$ cat config.mk
export PLATFORM = sky130hd
export DESIGN_NAME = hazard_scheduler_flat
export DESIGN_NICKNAME = d
export VERILOG_FILES = /design/src/rtl/hazard_scheduler_if.sv /design/src/rtl/hazard_scheduler.sv /design/src/flat_wrapper.sv
export SDC_FILE = /design/constraint.sdc
export NUM_CORES = 1
export LEC_CHECK = 0
export BUFFER_PORTS_ARGS = -buffer_cell sky130_fd_sc_hd__buf_4
export CAP_MARGIN = 15
export CORE_UTILIZATION = 39
export CTS_CLUSTER_SIZE = 10
export DETAILED_ROUTE_END_ITERATION = 12
export PLACE_DENSITY = 0.88
export SLEW_MARGIN = 40
export SYNTH_ARGS = -nofsm -noshare
export SYNTH_HDL_FRONTEND = slang
export SYNTH_SLANG_ARGS = --single-unit
$ cat constraint.sdc
create_clock -name clk -period 1.55 [get_ports clk]
set_input_delay 0.155 -clock clk [delete_from_list [all_inputs] [get_ports clk]]
set_output_delay 0.155 -clock clk [all_outputs]
set_load 0.01 [all_outputs]
$ cat src/rtl/hazard_scheduler_if.sv
// Hazard-control bundle between the RV32I datapath (master) and hazard_scheduler (slave).
// HAZARD_PERF_EN adds the three performance-counter outputs.
interface hazard_scheduler_if;
    logic [4:0] Rs1D;
    logic [4:0] Rs2D;
    logic [4:0] Rs1E;
    logic [4:0] Rs2E;
    logic [4:0] RdE;
    logic [4:0] RdM;
    logic [4:0] RdW;
    logic       RegWriteM;
    logic       RegWriteW;
    logic [1:0] ResultSrcE;
    logic       PCSrcE;
    logic       MulStartE;
    logic [1:0] ForwardAE;
    logic [1:0] ForwardBE;
    logic       StallF;
    logic       StallD;
    logic       StallE;
    logic       FlushD;
    logic       FlushE;
    logic       FlushM;
    logic       MulBusy;
    logic       MulDoneE;
`ifdef HAZARD_PERF_EN
    logic [31:0] StallCount;
    logic [31:0] FlushCount;
    logic [31:0] MulOpCount;
`endif

    modport master (
        output Rs1D, Rs2D, Rs1E, Rs2E, RdE, RdM, RdW,
        output RegWriteM, RegWriteW, ResultSrcE, PCSrcE, MulStartE,
        input  ForwardAE, ForwardBE, StallF, StallD, StallE,
        input  FlushD, FlushE, FlushM, MulBusy, MulDoneE
`ifdef HAZARD_PERF_EN
        , input StallCount, FlushCount, MulOpCount
`endif
    );

    modport slave (
        input  Rs1D, Rs2D, Rs1E, Rs2E, RdE, RdM, RdW,
        input  RegWriteM, RegWriteW, ResultSrcE, PCSrcE, MulStartE,
        output ForwardAE, ForwardBE, StallF, StallD, StallE,
        output FlushD, FlushE, FlushM, MulBusy, MulDoneE
`ifdef HAZARD_PERF_EN
        , output StallCount, FlushCount, MulOpCount
`endif
    );
endinterface

$ cat src/rtl/hazard_scheduler.sv
// Forwarding, stall/flush and multi-cycle execute sequencing for the 5-stage RV32I pipeline.
// Latency: forwarding/stall/flush are combinational; a multi-cycle op holds E for MUL_LATENCY cycles.
// Backpressure: StallF/StallD/StallE freeze upstream stages; FlushM injects a bubble behind a held op.
// Optional HAZARD_PERF_EN adds free-running stall/flush/mul-op counters.
module hazard_scheduler #(
    parameter int MUL_LATENCY = 4,
    parameter int CNT_W       = 4
) (
    input  logic               clk,
    input  logic               reset,
    hazard_scheduler_if.slave  hz
);

    typedef enum logic {IDLE, BUSY} state_t;

    localparam bit               MULTI    = (MUL_LATENCY > 1);
    localparam int               LOAD_I   = MULTI ? (MUL_LATENCY - 2) : 0;
    localparam logic [CNT_W-1:0] CNT_LOAD = LOAD_I[CNT_W-1:0];

    state_t           state_q, state_d;
    logic [CNT_W-1:0] cnt_q, cnt_d;
    logic             mul_hold, mul_done;
    logic             lw_stall;
    logic [1:0]       fwd_a, fwd_b;
    logic             stall_fd, flush_d, flush_e;

    function automatic logic [1:0] fwd_sel(
        input logic [4:0] rs,
        input logic       wm,
        input logic [4:0] rdm,
        input logic       ww,
        input logic [4:0] rdw
    );
        if (wm && (rdm != 5'd0) && (rdm == rs)) begin
            return 2'b10;
        end else if (ww && (rdw != 5'd0) && (rdw == rs)) begin
            return 2'b01;
        end
        return 2'b00;
    endfunction

    assign fwd_a = fwd_sel(hz.Rs1E, hz.RegWriteM, hz.RdM, hz.RegWriteW, hz.RdW);
    assign fwd_b = fwd_sel(hz.Rs2E, hz.RegWriteM, hz.RdM, hz.RegWriteW, hz.RdW);

    assign lw_stall = (hz.ResultSrcE == 2'b01) && (hz.RdE != 5'd0) &&
                      ((hz.RdE == hz.Rs1D) || (hz.RdE == hz.Rs2D));

    // MulStartE stays high while the same op sits in E, so BUSY ignores it.
    always_comb begin
        state_d  = state_q;
        cnt_d    = cnt_q;
        mul_hold = 1'b0;
        mul_done = 1'b0;
        case (state_q)
            IDLE: begin
                if (hz.MulStartE) begin
                    if (MULTI) begin
                        mul_hold = 1'b1;
                        cnt_d    = CNT_LOAD;
                        state_d  = BUSY;
                    end else begin
                        mul_done = 1'b1;
                    end
                end
            end
            BUSY: begin
                if (cnt_q != '0) begin
                    mul_hold = 1'b1;
                    cnt_d    = cnt_q - CNT_W'(1);
                end else begin
                    mul_done = 1'b1;
                    state_d  = IDLE;
                end
            end
            default: begin
                state_d = IDLE;
                cnt_d   = '0;
            end
        endcase
    end

    always_ff @(posedge clk) begin
        if (reset) begin
            state_q <= IDLE;
            cnt_q   <= '0;
        end else begin
            state_q <= state_d;
            cnt_q   <= cnt_d;
        end
    end

    assign stall_fd = lw_stall | mul_hold;
    assign flush_d  = hz.PCSrcE & ~mul_hold;
    assign flush_e  = (lw_stall | hz.PCSrcE) & ~mul_hold;

    // Everything is forced low during reset, including the combinational forwarding paths.
    assign hz.ForwardAE = reset ? 2'b00 : fwd_a;
    assign hz.ForwardBE = reset ? 2'b00 : fwd_b;
    assign hz.StallF    = stall_fd & ~reset;
    assign hz.StallD    = stall_fd & ~reset;
    assign hz.StallE    = mul_hold & ~reset;
    assign hz.FlushD    = flush_d & ~reset;
    assign hz.FlushE    = flush_e & ~reset;
    assign hz.FlushM    = mul_hold & ~reset;
    assign hz.MulBusy   = (state_q == BUSY) & ~reset;
    assign hz.MulDoneE  = mul_done & ~reset;

`ifdef HAZARD_PERF_EN
    logic [31:0] stall_cnt_q, flush_cnt_q, mul_cnt_q;

    always_ff @(posedge clk) begin
        if (reset) begin
            stall_cnt_q <= '0;
            flush_cnt_q <= '0;
            mul_cnt_q   <= '0;
        end else begin
            if (stall_fd)            stall_cnt_q <= stall_cnt_q + 32'd1;
            if (flush_d | flush_e)   flush_cnt_q <= flush_cnt_q + 32'd1;
            if (mul_done)            mul_cnt_q   <= mul_cnt_q + 32'd1;
        end
    end

    assign hz.StallCount = stall_cnt_q;
    assign hz.FlushCount = flush_cnt_q;
    assign hz.MulOpCount = mul_cnt_q;
`endif

endmodule

$ cat src/flat_wrapper.sv
// flat-port wrapper written by rule: the top's interface ports become plain ports
module hazard_scheduler_flat 
#(
    parameter int MUL_LATENCY = 4,
    parameter int CNT_W       = 4
)
  (clk, reset, hz_Rs1D, hz_Rs2D, hz_Rs1E, hz_Rs2E, hz_RdE, hz_RdM, hz_RdW, hz_RegWriteM, hz_RegWriteW, hz_ResultSrcE, hz_PCSrcE, hz_MulStartE, hz_ForwardAE, hz_ForwardBE, hz_StallF, hz_StallD, hz_StallE, hz_FlushD, hz_FlushE, hz_FlushM, hz_MulBusy, hz_MulDoneE);
  hazard_scheduler_if hz_i ();
  input  logic clk;
  input  logic reset;
  input wire logic [$bits(hz_i.Rs1D)-1:0] hz_Rs1D;
  input wire logic [$bits(hz_i.Rs2D)-1:0] hz_Rs2D;
  input wire logic [$bits(hz_i.Rs1E)-1:0] hz_Rs1E;
  input wire logic [$bits(hz_i.Rs2E)-1:0] hz_Rs2E;
  input wire logic [$bits(hz_i.RdE)-1:0] hz_RdE;
  input wire logic [$bits(hz_i.RdM)-1:0] hz_RdM;
  input wire logic [$bits(hz_i.RdW)-1:0] hz_RdW;
  input wire logic [$bits(hz_i.RegWriteM)-1:0] hz_RegWriteM;
  input wire logic [$bits(hz_i.RegWriteW)-1:0] hz_RegWriteW;
  input wire logic [$bits(hz_i.ResultSrcE)-1:0] hz_ResultSrcE;
  input wire logic [$bits(hz_i.PCSrcE)-1:0] hz_PCSrcE;
  input wire logic [$bits(hz_i.MulStartE)-1:0] hz_MulStartE;
  output wire logic [$bits(hz_i.ForwardAE)-1:0] hz_ForwardAE;
  output wire logic [$bits(hz_i.ForwardBE)-1:0] hz_ForwardBE;
  output wire logic [$bits(hz_i.StallF)-1:0] hz_StallF;
  output wire logic [$bits(hz_i.StallD)-1:0] hz_StallD;
  output wire logic [$bits(hz_i.StallE)-1:0] hz_StallE;
  output wire logic [$bits(hz_i.FlushD)-1:0] hz_FlushD;
  output wire logic [$bits(hz_i.FlushE)-1:0] hz_FlushE;
  output wire logic [$bits(hz_i.FlushM)-1:0] hz_FlushM;
  output wire logic [$bits(hz_i.MulBusy)-1:0] hz_MulBusy;
  output wire logic [$bits(hz_i.MulDoneE)-1:0] hz_MulDoneE;
  assign hz_i.Rs1D = hz_Rs1D;
  assign hz_i.Rs2D = hz_Rs2D;
  assign hz_i.Rs1E = hz_Rs1E;
  assign hz_i.Rs2E = hz_Rs2E;
  assign hz_i.RdE = hz_RdE;
  assign hz_i.RdM = hz_RdM;
  assign hz_i.RdW = hz_RdW;
  assign hz_i.RegWriteM = hz_RegWriteM;
  assign hz_i.RegWriteW = hz_RegWriteW;
  assign hz_i.ResultSrcE = hz_ResultSrcE;
  assign hz_i.PCSrcE = hz_PCSrcE;
  assign hz_i.MulStartE = hz_MulStartE;
  assign hz_ForwardAE = hz_i.ForwardAE;
  assign hz_ForwardBE = hz_i.ForwardBE;
  assign hz_StallF = hz_i.StallF;
  assign hz_StallD = hz_i.StallD;
  assign hz_StallE = hz_i.StallE;
  assign hz_FlushD = hz_i.FlushD;
  assign hz_FlushE = hz_i.FlushE;
  assign hz_FlushM = hz_i.FlushM;
  assign hz_MulBusy = hz_i.MulBusy;
  assign hz_MulDoneE = hz_i.MulDoneE;
  hazard_scheduler #(.MUL_LATENCY(MUL_LATENCY), .CNT_W(CNT_W)) u_core (.clk(clk), .reset(reset), .hz(hz_i));
endmodule
# Word level (Yosys, flattened, before mapping)
# Cells that the tools add are included.
dict set report op_classes {
  n_addsub 1
  n_mul 0
  div 0
  n_lt_le_gt_ge 0
  n_eq_ne 9
  shift 0
  n_mux 20
  bitwise 13
  reduce_logical 14
}
# cell count
set op_table {}
lappend op_table {{5-bit equality test} 6}
lappend op_table {{2-bit 2-to-1 mux} 8}
lappend op_table {{5-bit nonzero test} 3}
lappend op_table {{1-bit AND} 8}
lappend op_table {{1-bit logical AND} 8}
lappend op_table {{4-bit 2-to-1 mux} 2}
lappend op_table {{4-bit case mux with 2 select lines} 1}
lappend op_table {{1-bit 2-to-1 mux} 7}
lappend op_table {{2-bit != test, second input constant} 2}
lappend op_table {{1-bit case mux with 2 select lines} 2}
lappend op_table {{4-bit nonzero test} 1}
lappend op_table {{4-bit by 1-bit subtractor with 4-bit output, second input constant} 1}
lappend op_table {{1-bit NOT} 3}
lappend op_table {{2-bit by 1-bit equality test with 1-bit output, second input constant} 1}
lappend op_table {{1-bit OR} 2}
lappend op_table {{2-bit AND reduction} 1}
lappend op_table {{1-bit logical OR} 1}
dict set report word_totals {
  register_bits 5
  latch_bits 0
  ram_bits 0
  mem_bits_ro 0
  in_bits 43
  output_inout_bits 12
  elab_cells 59
  n_memories 0
}

# Depth between registers and ports, before layout
dict set report depth {
  word_depth 7
  depth_mapped 6
  depth_no_buf 6
}

# Worst setup path after synthesis
# OpenSTA, ideal clock, no wires.
dict set report synth_path {
  kind {reg2out}
  start {register u_core.cnt_q[0]}
  end {output hz_FlushE}
  arrival_time_ns 1.412
  required_time_ns 1.395
  slack_ns -0.017
  stages_incl_launch_ff 7
  path_buffers 0
  path_cell_list {dfxtp_1 > inv_1 > ha_1 > nand4bb_1 > o21a_1 > nor3b_1 > o21bai_1}
}
dict set report synth_via {
  elab_chain_len 6
}
# item line_no
set synth_lines {}
lappend synth_lines {{from (decl)} hazard_scheduler.sv:21} ;# logic [CNT_W-1:0] cnt_q, cnt_d;
lappend synth_lines {{from (signal assigned)} hazard_scheduler.sv:88} ;# cnt_q <= cnt_d;
lappend synth_lines {{4-bit nonzero test} hazard_scheduler.sv:67} ;# if (cnt_q != '0) begin
lappend synth_lines {{1-bit 2-to-1 mux} hazard_scheduler.sv:67}
lappend synth_lines {{1-bit case mux with 2 select lines} hazard_scheduler.sv:54} ;# case (state_q)
lappend synth_lines {{1-bit NOT} hazard_scheduler.sv:94} ;# assign flush_e = (lw_stall | hz.PCSrcE) & ~mul_hold;
lappend synth_lines {{1-bit AND} hazard_scheduler.sv:94}
lappend synth_lines {{1-bit AND} hazard_scheduler.sv:103} ;# assign hz.FlushE = flush_e & ~reset;
lappend synth_lines {{to (decl)} flat_wrapper.sv:29} ;# output wire logic [$bits(hz_i.FlushE)-1:0] hz_FlushE;
# No other way between the ends.

# Final worst setup path
# Ends and elaborated chain as after synthesis.

==> report_table.html <==
<table>
<tr><th>Metric</th><th>Value</th></tr>
<tr><th colspan="2">Critical path</th></tr>
<tr><td>Worst Reg2Reg Path Length in Cells</td><td>7</td></tr>
<tr><td>Critical register-to-register path startpoint</td><td>u_core.cnt_q[0]</td></tr>
<tr><td>Sort of element at the end of the critical path</td><td>output pin</td></tr>
<tr><td>Cell at the slowest stage of the critical path</td><td>sky130_fd_sc_hd__dfxtp_2</td></tr>
<tr><td>WP data required</td><td>1.39 ns</td></tr>
<tr><td>Endpoint of the worst register-to-register path</td><td>u_core.cnt_q[1]</td></tr>
<tr><td>Data arrival time of the worst path</td><td>1.51 ns</td></tr>
<tr><td>Worst path cell trace</td><td>inv_2 &gt; ha_4 &gt; nand4bb_4 &gt; o21a_1 &gt; nor3b_2 &gt; o21bai_1 &gt; buf_4</td></tr>
<tr><td>Reg2reg setup slack</td><td>0.13 ns</td></tr>
<tr><td>Largest stage delay on the critical path</td><td>0.31 ns</td></tr>
<tr><td>Maximum fanout along the worst path</td><td>3</td></tr>
<tr><td>Critical path startpoint category</td><td>register</td></tr>
<tr><td>Critical path class</td><td>register to output pin</td></tr>
<tr><th colspan="2">Yosys</th></tr>
<tr><td>Per-instance average area after synthesis</td><td>7.87 um^2</td></tr>
<tr><td>Post-synthesis sequential area ratio</td><td>13.7%</td></tr>
<tr><td>Mapped Area</td><td>732 um^2</td></tr>
<tr><td>Net Count, Synth</td><td>137</td></tr>
<tr><td>Flip-flop and latch count after synthesis</td><td>5</td></tr>
<tr><td>Synth warnings</td><td>0</td></tr>
<tr><td>Number of enable flip-flop cells after synthesis</td><td>0</td></tr>
<tr><td>Predominant post-synthesis flop cell</td><td>sky130_fd_sc_hd__dfxtp_1</td></tr>
<tr><td>Post-synthesis cell type count</td><td>32</td></tr>
<tr><td>Cells after Synth</td><td>93</td></tr>
<tr><td>Post-synthesis async set-or-reset flop share</td><td>0%</td></tr>
<tr><th colspan="2">Global route</th></tr>
<tr><td>Vias in the first global route</td><td>989</td></tr>
<tr><td>All-layer global routing usage</td><td>25.4%</td></tr>
<tr><td>Largest net degree at the start of global routing</td><td>14</td></tr>
<tr><td>Global-route congestion overflow total</td><td>0</td></tr>
<tr><td>Initial antenna violation count</td><td>0</td></tr>
<tr><td>Wire length of the first global-routing pass</td><td>3800 um</td></tr>
<tr><th colspan="2">Clock tree</th></tr>
<tr><td># H-tree levels</td><td>1</td></tr>
<tr><td>Count of hold buffers inserted by post-cts repair</td><td>0</td></tr>
<tr><td>CTS buffer count</td><td>3</td></tr>
<tr><td>Insertion delay of the later-clocked pin in the worst-skew pair</td><td>0.24 ns</td></tr>
<tr><td>Largest buffer count on any clock path</td><td>2</td></tr>
<tr><td>Clock Pin Slew Worst Setup and Hold Paths</td><td>0.04 ns</td></tr>
<tr><td>Clk Tree Root Cell</td><td>sky130_fd_sc_hd__clkbuf_4</td></tr>
<tr><td>TritonCTS clock tree</td><td>yes</td></tr>
<tr><td>Clock net sink count</td><td>5</td></tr>
<tr><th colspan="2">Finish</th></tr>
<tr><td>Layout cell share with drive strength beyond 1</td><td>56.0%</td></tr>
<tr><td>Post-layout net count</td><td>211</td></tr>
<tr><td>Layout Cells excl Fill</td><td>191</td></tr>
<tr><td>Post-Route Utilization</td><td>81.1%</td></tr>
<tr><td>Total inserted antenna cells</td><td>0</td></tr>
<tr><td>Area Overhead vs Synth</td><td>93.5%</td></tr>
<tr><th colspan="2">Detailed routing</th></tr>
<tr><td>Number of remaining DRC errors</td><td>0</td></tr>
<tr><td>Total length of routed wires</td><td>2630 um</td></tr>
<tr><td>Detailed-route vias per instance</td><td>5.01</td></tr>
<tr><td>Number of nets with antenna violations after routing</td><td>0</td></tr>
<tr><td>Detailed-router iteration count before antenna repair</td><td>4</td></tr>
<tr><td>Routed length per instance</td><td>13.7 um</td></tr>
<tr><td>Vias</td><td>956</td></tr>
<tr><td>Number of violations reported at the end of detailed-routing iteration 0</td><td>7</td></tr>
<tr><th colspan="2">STA</th></tr>
<tr><td>Achievable clock frequency</td><td>0.601 GHz</td></tr>
<tr><td>Relative slew slack</td><td>80.7%</td></tr>
<tr><td>Worst Clk Skew</td><td>0.00458 ns</td></tr>
<tr><td>Setup repair after global routing missed its margin</td><td>yes</td></tr>
<tr><td>Portion of the clock cycle consumed by the worst path in the final layout</td><td>107%</td></tr>
<tr><td>Setup tns final</td><td>-0.188 ns</td></tr>
<tr><td>Total count of hold-check failures in the final report</td><td>0</td></tr>
<tr><td>Number of pins with negative max-slew slack in the final report</td><td>0</td></tr>
<tr><td>Final critical-path setup slack</td><td>-0.113 ns</td></tr>
<tr><td>Least-Margin Pin Slew</td><td>0.288 ns</td></tr>
<tr><td>Period minus WS final</td><td>1.66 ns</td></tr>
<tr><td>Count of endpoints failing setup in the final report</td><td>3</td></tr>
<tr><th colspan="2">Power</th></tr>
<tr><td>Power dissipated by switching net loads</td><td>241 uW</td></tr>
<tr><td>Power per cell area</td><td>508 mW/mm^2</td></tr>
<tr><td>Net switching fraction of the power</td><td>33.5%</td></tr>
<tr><td>Cell internal pwr</td><td>479 uW</td></tr>
<tr><td>Cell leakage power</td><td>0.000639 uW</td></tr>
<tr><td>Combinational cell fraction of total power</td><td>58.7%</td></tr>
<tr><td>Design Power</td><td>720 uW</td></tr>
<tr><td>Clk pwr share</td><td>20.5%</td></tr>
<tr><td>Relative contribution of sequential cells to total power</td><td>20.8%</td></tr>
<tr><td>VDD IR-drop max</td><td>279 uV</td></tr>
<tr><th colspan="2">Floorplan</th></tr>
<tr><td>Die Outline Area</td><td>0.00205 mm^2</td></tr>
<tr><td>DIE HEIGHT</td><td>45.3 um</td></tr>
<tr><td>Die span in x</td><td>45.3 um</td></tr>
<tr><td>Placement row count</td><td>15</td></tr>
<tr><td>Initial core utilization</td><td>41.9%</td></tr>
<tr><td>Core area</td><td>0.00175 mm^2</td></tr>
<tr><td>Top-Level Pins</td><td>55</td></tr>
<tr><th colspan="2">Placement</th></tr>
<tr><td>Worst setup timing slack at the placement stage</td><td>-0.0877 ns</td></tr>
<tr><td>Estimated wirelength of the detail-placed design</td><td>1980 um</td></tr>
<tr><td>I/O Buffers</td><td>54</td></tr>
<tr><td>Final GP Congestion</td><td>0.814</td></tr>
<tr><td>Placed instance count</td><td>180</td></tr>
<tr><th colspan="2">Min path</th></tr>
<tr><td>HP Class</td><td>input pin to register</td></tr>
<tr><td>Instance count along the most critical hold path</td><td>4</td></tr>
<tr><td>Launch instance of the worst min-delay path</td><td>hz_MulStartE</td></tr>
<tr><td>Hold path endpoint</td><td>u_core.cnt_q[2]</td></tr>
<tr><th colspan="2">Job</th></tr>
<tr><td>Count of max-cap constraint violations</td><td>0</td></tr>
<tr><th colspan="2">Run status</th></tr>
<tr><td>Outcome</td><td>finished with violations</td></tr>
<tr><td>Violated checks</td><td>setup timing</td></tr>
</table>
-- cells by family after synthesis --
logic type | share of synthesized area [%]
simple gates | 29.4
xor+xnor | 35.9
compound gates | 11.8
buf+inv | 4.78
flops | 13.7
mux | 2.74
fa+ha+maj | 1.71
-- layer usage --
metal | GRT usage [%] | up-vias | share of wire [%] | wire length, um
li1 | - | 477 | - | -
met1 | 23.3 | 442 | 38 | 985
met2 | 51.0 | 31 | 58 | 1520
met3 | 5.20 | 6 | 3.0 | 78
met4 | 12.7 | 0 | 1.7 | 45
met5 | 0 | - | 0 | 0
-- flip-flops by register name, indices dropped and copies added, names as in the netlist --
| name | cells |
|---|---|
| u_core.cnt_q | 4 |
| u_core.state_q | 1 |
-- how the worst max path moves through the flow --
| stage | startpoint | to | slack [ns] | cells past startpoint |
|---|---|---|---|---|
| final | u_core.cnt_q[0] | hz_FlushE | -0.11 | 7 |
| after global routing | u_core.cnt_q[0] | hz_FlushE | -0.19 | 7 |
| after CTS | u_core.cnt_q[0] | hz_FlushE | -0.15 | 7 |
| after detailed placement | hz_RdM[4] | hz_ForwardBE[0] | -0.09 | 6 |
| after global placement | hz_RdM[4] | hz_ForwardBE[0] | -0.09 | 6 |
| after floorplan | u_core.cnt_q[0] | hz_StallE | 0.06 | 6 |
-- through the flow --
step / hold WS, ns / instance area [um^2]
floorplan: 0.346 / 743
global placement: 0.473 / 1250
detailed placement: 0.497 / 1250
CTS: 0.244 / 1350
global route: 0.258 / 1420
finish: 0.263 / 1420
-- critical path: cells and delay by family (launching register included) --
family	cells	cell delay, ns
buffers and inverters	2	0.21
and+or+nand+nor	2	0.32
adders and majority gates	1	0.14
AOI/OAI and AO/OA	2	0.29
DFF	1	0.31
-- placed cells by master (no fill, tap or decap), types with 5 or more instances in the layout --
| cell type | n |
|---|---|
| sky130_fd_sc_hd__buf_4 | 68 |
| sky130_fd_sc_hd__buf_6 | 5 |
| sky130_fd_sc_hd__nor2_1 | 8 |
| sky130_fd_sc_hd__xnor2_1 | 10 |
| sky130_fd_sc_hd__xor2_1 | 20 |
-- power by group through the flow --
stage	logic [uW]	registers, uW	clock network, uW
6_report	423	150	147
5_1_grt	454	151	164
4_1_cts	388	148	156
3_5_place_dp	349	148	0
3_3_place_gp	335	148	0
2_1_floorplan	162	146	0
-- Yosys cell counts (2+ instances only) --
library cell / n / share of area, %
sky130_fd_sc_hd__buf_4: 2 / 2.1
sky130_fd_sc_hd__a21oi_1: 3 / 2.1
sky130_fd_sc_hd__nor4_1: 2 / 1.7
sky130_fd_sc_hd__nor4_2: 2 / 3.4
sky130_fd_sc_hd__nor2b_1: 2 / 1.7
sky130_fd_sc_hd__mux2i_1: 2 / 2.7
sky130_fd_sc_hd__or4_1: 5 / 5.1
sky130_fd_sc_hd__xnor2_1: 10 / 12
sky130_fd_sc_hd__nor3_1: 5 / 3.4
sky130_fd_sc_hd__nor3b_1: 2 / 2.1
sky130_fd_sc_hd__dfxtp_1: 5 / 14
sky130_fd_sc_hd__nor2_1: 8 / 4.1
sky130_fd_sc_hd__nand3_1: 2 / 1.4
sky130_fd_sc_hd__nand2_1: 3 / 1.5
sky130_fd_sc_hd__o21ai_0: 2 / 1.4
sky130_fd_sc_hd__xor2_1: 20 / 24
sky130_fd_sc_hd__inv_1: 3 / 1.5
-- area by class of cell --
cell class / count / area [um^2]
fillers: 121 / 329
inverters: 3 / 11.3
multi-input cells: 81 / 678
repair buffers: 73 / 567
flip-flops and latches: 5 / 103
clock buffers: 4 / 26.3
well taps: 25 / 31.3
-- what timing repair did --
item	4_1_cts	5_1_grt
setup buffers	5	2
pin swaps	10	2
gates resized for setup	14	8
endpoints found under the hold margin	0	0
setup endpoints to repair	8	8
No activity file was read; power rests on OpenSTA's default activity.
